===== src/rtl/wm8731_cfg_seq.sv =====
// WM8731 register-configuration sequencer.
// Walks the codec register table and sends each 24-bit frame to the I2C
// serialiser, retrying NACKs and timeouts.
// Optional feature macro: WM8731_VOL_CTRL_EN. When it is defined, the headphone
// volume can be stepped in DONE and is rewritten with a 2-entry mini-sequence.
module wm8731_cfg_seq #(
   parameter logic [7:0] DEV_ADDR     = 8'h34,
   parameter int         NUM_REGS     = 11,
   parameter int         MAX_RETRY    = 3,
   parameter int         GAP_CYCLES   = 4,
   parameter int         XFER_TIMEOUT = 48
) (
   input  logic        clock_i2c,
   input  logic        reset,
   input  logic        cfg_go,
   input  logic        tr_end,
   input  logic        ack,
   input  logic        vol_up,
   input  logic        vol_down,
   output logic [23:0] i2c_data,
   output logic        start,
   output logic [3:0]  reg_index,
   output logic        busy,
   output logic        cfg_done,
   output logic        cfg_err
);

   typedef enum logic [2:0] {
      S_IDLE, S_LOAD, S_XFER, S_CHECK, S_GAP, S_DONE, S_ERROR
   } state_t;

   localparam int CNT_MAX = (XFER_TIMEOUT > GAP_CYCLES) ? XFER_TIMEOUT : GAP_CYCLES;
   localparam int CW      = $clog2(CNT_MAX + 1);
   localparam int RW      = $clog2(MAX_RETRY + 2);

   localparam logic [CW-1:0] LOAD_LAST = CW'(1);
   localparam logic [CW-1:0] XFER_LAST = CW'(XFER_TIMEOUT - 1);
   localparam logic [CW-1:0] GAP_LAST  = CW'(GAP_CYCLES - 1);
   localparam logic [RW-1:0] RETRY_MAX = RW'(MAX_RETRY);
   localparam logic [3:0]    FULL_END  = 4'(NUM_REGS);
   localparam logic [3:0]    VOL_FIRST = 4'd3;
   localparam logic [3:0]    VOL_END   = 4'd5;
   localparam logic [6:0]    VOL_RESET = 7'h79;

   // Codec register word {reg[6:0], data[8:0]} for a table entry.
   function automatic logic [15:0] table_word(input logic [3:0] idx, input logic [6:0] vol);
      case (idx)
         4'd0:    table_word = 16'h1E00;
         4'd1:    table_word = 16'h0017;
         4'd2:    table_word = 16'h0217;
         4'd3:    table_word = {8'h04, 1'b0, vol};
         4'd4:    table_word = {8'h06, 1'b0, vol};
         4'd5:    table_word = 16'h0812;
         4'd6:    table_word = 16'h0A00;
         4'd7:    table_word = 16'h0C00;
         4'd8:    table_word = 16'h0E02;
         4'd9:    table_word = 16'h1000;
         4'd10:   table_word = 16'h1201;
         default: table_word = 16'h0000;
      endcase
   endfunction

   state_t          state_q, state_d;
   logic [CW-1:0]   cnt_q, cnt_d;
   logic [RW-1:0]   retry_q, retry_d;
   logic            fail_q, fail_d;
   logic [3:0]      idx_q, idx_d;
   logic [3:0]      end_q, end_d;
   logic [23:0]     data_q, data_d;
   logic            done_q, done_d;
   logic            err_q, err_d;
   logic [6:0]      vol_d;

`ifdef WM8731_VOL_CTRL_EN
   logic [6:0] vol_q;
   logic [7:0] vol_sum;
   logic [6:0] vol_new;
   logic       vol_change;

   // Clamped step of the headphone volume; simultaneous up/down is no request.
   assign vol_sum    = {1'b0, vol_q} + 8'd4;
   assign vol_new    = vol_up ? ((vol_sum > 8'h7F) ? 7'h7F : vol_sum[6:0])
                              : ((vol_q < 7'h34) ? 7'h30 : vol_q - 7'd4);
   assign vol_change = (vol_up ^ vol_down) && (vol_new != vol_q);
`else
   logic unused_vol;
   assign unused_vol = vol_up | vol_down;
   assign vol_d      = VOL_RESET;
`endif

   // State register and datapath registers, all with synchronous reset.
   // NOTE: sequential state uses non-blocking assignments so every register
   // samples the pre-edge value of every other register.
   always_ff @(posedge clock_i2c) begin
      if (reset) begin
         state_q <= S_IDLE;
         cnt_q   <= '0;
         retry_q <= '0;
         fail_q  <= 1'b0;
         idx_q   <= '0;
         end_q   <= FULL_END;
         data_q  <= '0;
         done_q  <= 1'b0;
         err_q   <= 1'b0;
`ifdef WM8731_VOL_CTRL_EN
         vol_q   <= VOL_RESET;
`endif
      end else begin
         state_q <= state_d;
         cnt_q   <= cnt_d;
         retry_q <= retry_d;
         fail_q  <= fail_d;
         idx_q   <= idx_d;
         end_q   <= end_d;
         data_q  <= data_d;
         done_q  <= done_d;
         err_q   <= err_d;
`ifdef WM8731_VOL_CTRL_EN
         vol_q   <= vol_d;
`endif
      end
   end

   // Next-state logic for the sequencer FSM and its counters.
   // NOTE: every signal gets a default first so no path leaves one unassigned,
   // which would otherwise infer a latch.
   always_comb begin
      state_d = state_q;
      cnt_d   = cnt_q;
      retry_d = retry_q;
      fail_d  = fail_q;
      idx_d   = idx_q;
      end_d   = end_q;
      data_d  = data_q;
      done_d  = done_q;
      err_d   = err_q;
`ifdef WM8731_VOL_CTRL_EN
      vol_d   = vol_q;
`endif
      case (state_q)
         S_IDLE: begin
            idx_d   = '0;
            retry_d = '0;
            end_d   = FULL_END;
            cnt_d   = '0;
            data_d  = {DEV_ADDR, table_word(4'd0, vol_d)};
            state_d = S_LOAD;
         end
         S_LOAD: begin
            if (cnt_q == LOAD_LAST) begin
               cnt_d   = '0;
               state_d = S_XFER;
            end else begin
               cnt_d = cnt_q + 1'b1;
            end
         end
         S_XFER: begin
            if (tr_end) begin
               fail_d  = ack;
               cnt_d   = '0;
               state_d = S_CHECK;
            end else if (cnt_q == XFER_LAST) begin
               fail_d  = 1'b1;
               cnt_d   = '0;
               state_d = S_CHECK;
            end else begin
               cnt_d = cnt_q + 1'b1;
            end
         end
         S_CHECK: begin
            if (!fail_q) begin
               retry_d = '0;
               idx_d   = idx_q + 4'd1;
               state_d = S_GAP;
            end else if (retry_q < RETRY_MAX) begin
               retry_d = retry_q + 1'b1;
               state_d = S_GAP;
            end else begin
               err_d   = 1'b1;
               state_d = S_ERROR;
            end
         end
         S_GAP: begin
            if (cnt_q == GAP_LAST) begin
               cnt_d = '0;
               if (idx_q == end_q) begin
                  done_d  = 1'b1;
                  state_d = S_DONE;
               end else begin
                  data_d  = {DEV_ADDR, table_word(idx_q, vol_d)};
                  state_d = S_LOAD;
               end
            end else begin
               cnt_d = cnt_q + 1'b1;
            end
         end
         S_DONE: begin
            if (cfg_go) begin
               done_d  = 1'b0;
               err_d   = 1'b0;
               state_d = S_IDLE;
            end
`ifdef WM8731_VOL_CTRL_EN
            else if (vol_change) begin
               vol_d   = vol_new;
               idx_d   = VOL_FIRST;
               end_d   = VOL_END;
               retry_d = '0;
               cnt_d   = '0;
               data_d  = {DEV_ADDR, table_word(VOL_FIRST, vol_new)};
               state_d = S_LOAD;
            end
`endif
         end
         S_ERROR: begin
            if (cfg_go) begin
               done_d  = 1'b0;
               err_d   = 1'b0;
               state_d = S_IDLE;
            end
         end
         default: state_d = S_IDLE;
      endcase
   end

   assign start     = (state_q == S_XFER) || (state_q == S_CHECK);
   assign busy      = (state_q == S_LOAD) || (state_q == S_XFER) ||
                      (state_q == S_CHECK) || (state_q == S_GAP);
   assign i2c_data  = data_q;
   assign reg_index = idx_q;
   assign cfg_done  = done_q;
   assign cfg_err   = err_q;

endmodule


===== config.mk =====
export PLATFORM = sky130hd
export DESIGN_NAME = wm8731_cfg_seq
export DESIGN_NICKNAME = d
export VERILOG_FILES = /design/src/rtl/wm8731_cfg_seq.sv
export SDC_FILE = /design/constraint.sdc
export NUM_CORES = 1
export LEC_CHECK = 0
export BUFFER_PORTS_ARGS = -buffer_cell sky130_fd_sc_hd__buf_4
export CAP_MARGIN = 20
export CORE_UTILIZATION = 45
export DETAILED_ROUTE_END_ITERATION = 8
export GPL_ROUTABILITY_DRIVEN = 0
export GPL_TIMING_DRIVEN = 0
export PLACE_DENSITY = 0.74
export SLEW_MARGIN = 20
export SYNTH_ARGS = -nofsm -noshare
export SYNTH_HDL_FRONTEND = slang
export SYNTH_SLANG_ARGS = --single-unit

===== constraint.sdc =====
create_clock -name clock_i2c -period 1.85 [get_ports clock_i2c]
set_clock_uncertainty 0.1 [all_clocks]
set_input_delay 0.185 -clock clock_i2c [delete_from_list [all_inputs] [get_ports clock_i2c]]
set_output_delay 0.185 -clock clock_i2c [all_outputs]
set_load 0.03 [all_outputs]

==> results.py <==
metrics = {
    "routing": {
        "drc": 0,
        "initialDrtViolationCount": 96,
        "drtPass1Iterations": 4,
        "wl_um": 4990,
        "drt-vias-per-instance": 5.59,
        "wl_per_cell_um": 14.4,
        "ant_nets": 0,
        "vias": 1939,
    },
    "synth": {
        "yosysMostFrequentCell": "dfxtp_1",
        "async_reset_ff_share_pct": 0,
        "synthCells": 244,
        "synth_cell_type_count": 56,
        "yosys-top-cells-count": "38 x dfxtp_1, 19 x a21oi_1, 18 x nor2_1",
        "synth-edff-count": 0,
        "yosys-top-cells-area": "dfxtp_1 37%, buf_4 5.4%, a21oi_1 4.6%",
        "synth_top_area_share_pct": 36.5,
        "ys_warn_count": 0,
        "seq_area_frac_synth_pct": 36.5,
        "synthFlopType": "dfxtp_1",
        "syn_avg_cell_area_um2": 8.54,
        "synth_area_um2": 2080,
        "yosysTopAreaCell": "dfxtp_1",
        "synth-seq-cells": 38,
    },
    "global_route": {
        "antenna_found_initial": 0,
        "grt.overflow.total": 0,
        "grt_usage_pct": 20.6,
        "grt_max_degree": 14,
        "grt_pass1_wl_um": 8000,
        "grt_pass1_vias": 1733,
    },
    "worst_setup_path": {
        "cp_cell_sequence": "nand2b_1, a21oi_2, o32a_1, buf_4, buf_4, a21o_1, o211ai_1",
        "cpMaxStageDelayCell": "dfxtp_2",
        "cp_max_fo": 7,
        "reg2reg_depth": 7,
        "worst_setup_path_end_kind": "flop",
        "crit_type": "flop to flop",
        "start_kind": "flop",
        "crit_buf_inv": 2,
        "slowest_delay_ns": 0.42,
        "r2r_start": "fail_q",
        "regToRegSetupSlack_ns": 0.04,
        "setup.worst_path.start": "fail_q",
        "cp.arrival_ns": 1.94,
        "crit_required_ns": 1.98,
        "crit_top_cell": "buf_4",
        "crit_family": "compound AO/OA/AOI/OAI gates",
    },
    "sta": {
        "slew_viol_final": 0,
        "finalHoldViolCount": 0,
        "setup_viol": 0,
        "rsz0062_at_grt": "yes",
        "fmax_ghz": 0.552,
        "tightest_slew_ns": 0.584,
        "finalCritPeriodShare_pct": 98.0,
        "period_needed_ns": 1.81,
        "worst_hold_slack_ns": 0.0511,
        "tns_ns": 0,
        "slew-limit-headroom_pct": 61.1,
    },
    "pwr": {
        "pwr-share-comb_pct": 42.4,
        "ir_worst_vdd_mv": 0.508,
        "static-leakage-power_nw": 1.10,
        "switching_power_w": 0.00125,
        "p_int_w": 0.00209,
        "pwr-share-clk_pct": 25.6,
        "swShare_pct": 37.5,
        "seq_power_share_pct": 32.1,
        "p_per_area_nw_per_um2": 1210,
    },
    "final_layout": {
        "fillCellCount": 383,
        "regArea_um2": 781,
        "antenna-diode-count": 0,
        "drive_above_1_share_pct": 34.2,
        "nets": 308,
        "syn2layout_area_growth_pct": 32.6,
        "multi_input_area_um2": 1270,
    },
    "clocking": {
        "insertion_delay_ns": 0.30,
        "cts_tree": "done",
        "cts_max_level": 2,
        "ctsRootBufferMaster": "clkbuf_8",
        "clk_pin_slew_worst_paths_ns": 0.08,
        "clockBufferDepth": 2,
        "cts_sinks": 38,
        "numCtsBuffers": 5,
    },
    "min_path": {
        "hold_depth": 3,
        "holdPathEnd": "fail_q",
        "worstHoldStart": "ack",
        "hold_class": "input port to flop",
    },
    "floorplanning": {
        "die_h_um": 70.0,
        "start_util_pct": 47.2,
        "coreArea_um2": 4410,
        "fp-row-count": 24,
        "die_w_um": 70.0,
        "dieArea_um2": 4910,
        "io-pin-count": 39,
    },
    "status": {
        "status": "complete, no violations",
    },
    "run": {
        "drv_cap": 0,
    },
    "placement": {
        "dpl.hpwl_um": 3380,
        "io_buffer_count": 25,
    },
}
per-stage QoR:
step / setup WS (ns) / utilization [%] / power (W) / std cells / cell area (um2)
after floorplan: 0.00463 / - / 0.00193 / 253 / 2120
after global placement: -0.382 / 53.8 / 0.00222 / 330 / 2370
after detailed placement: -0.407 / 53.8 / 0.00224 / 330 / 2370
after CTS: 0.0159 / 60.0 / 0.00324 / 346 / 2650
after global routing: -0.0266 / 62.6 / 0.00352 / 347 / 2760
final: 0.0369 / 62.6 / 0.00334 / 347 / 2760
power by group through the flow:
stage          registers (W)  logic (W)  clock network, W
6_report             0.00107    0.00142          0.000854
5_1_grt              0.00109    0.00152          0.000912
4_1_cts              0.00105    0.00132          0.000871
3_5_place_dp         0.00105    0.00118                 0
3_3_place_gp         0.00105    0.00117                 0
2_1_floorplan        0.00111   0.000824                 0
worst max path at each step:
stage	to	slack [ns]	depth (start not counted)
2_1_floorplan	flop	0.005	8
3_3_place_gp	flop	-0.38	8
3_5_place_dp	flop	-0.41	8
4_1_cts	busy	0.02	5
5_1_grt	cnt_q[3]	-0.03	5
6_report	flop	0.04	7
layout make-up:
type	count	share of cell area, %
sequential	38	28.3
buffer	25	6.88
clock inverter	3	2.49
tap	52	2.36
multi-input combinational	175	46.2
clock buffer	5	2.49
timing repair buffer	34	9.33
inverter	15	2.04
worst reg2reg max path, stage by stage, from the launching register on:
cell      delay, ns
dfxtp_2        0.42
nand2b_1       0.16
a21oi_2        0.10
o32a_1         0.33
buf_4          0.16
buf_4          0.13
a21o_1         0.19
o211ai_1       0.16
metal layers:
metal | vias up | routed length (um) | global-route usage [%]
li1 | 961 | - | -
met1 | 919 | 2330 | 25.8
met2 | 52 | 2380 | 33.1
met3 | 7 | 208 | 4.91
met4 | 0 | 75 | 10.0
met5 | - | 0 | 0
cell families after synthesis:
kind of cell	synth area share (%)
simple gates	21.8
compound gates	22.9
buf+inv	10.3
flops	36.5
fa+ha+maj	4.20
mux	2.40
xor+xnor	1.68
other cells	0.180
layout by cell type (no fill, tap or decap), drive strengths merged, types with 4 or more instances in the layout:
| cell | synthesis | routed |
|---|---|---|
| nand2 | 14 | 14 |
| dfxtp | 38 | 38 |
| o21ai | 9 | 9 |
| nor3 | 13 | 13 |
| conb | 1 | 10 |
| a211oi | 4 | 4 |
| mux2i | 5 | 5 |
| nand2b | 8 | 8 |
| buf | 22 | 53 |
| nor2b | 6 | 6 |
| a21oi | 20 | 20 |
| nand3 | 6 | 6 |
| clkbuf | 3 | 10 |
| nand4 | 8 | 8 |
| a21o | 4 | 4 |
| inv | 15 | 15 |
| ha | 7 | 7 |
| nor2 | 18 | 18 |
what timing repair did:
action	in CTS	in global routing
buffers inserted	7	1
endpoints found under the setup margin	26	18
endpoints found under the hold margin	1	0
pin swaps	3	6
hold buffers	1	0
gates cloned	0	0
resized for setup	26	23
Note: power is estimated with default switching activity, not from simulation.
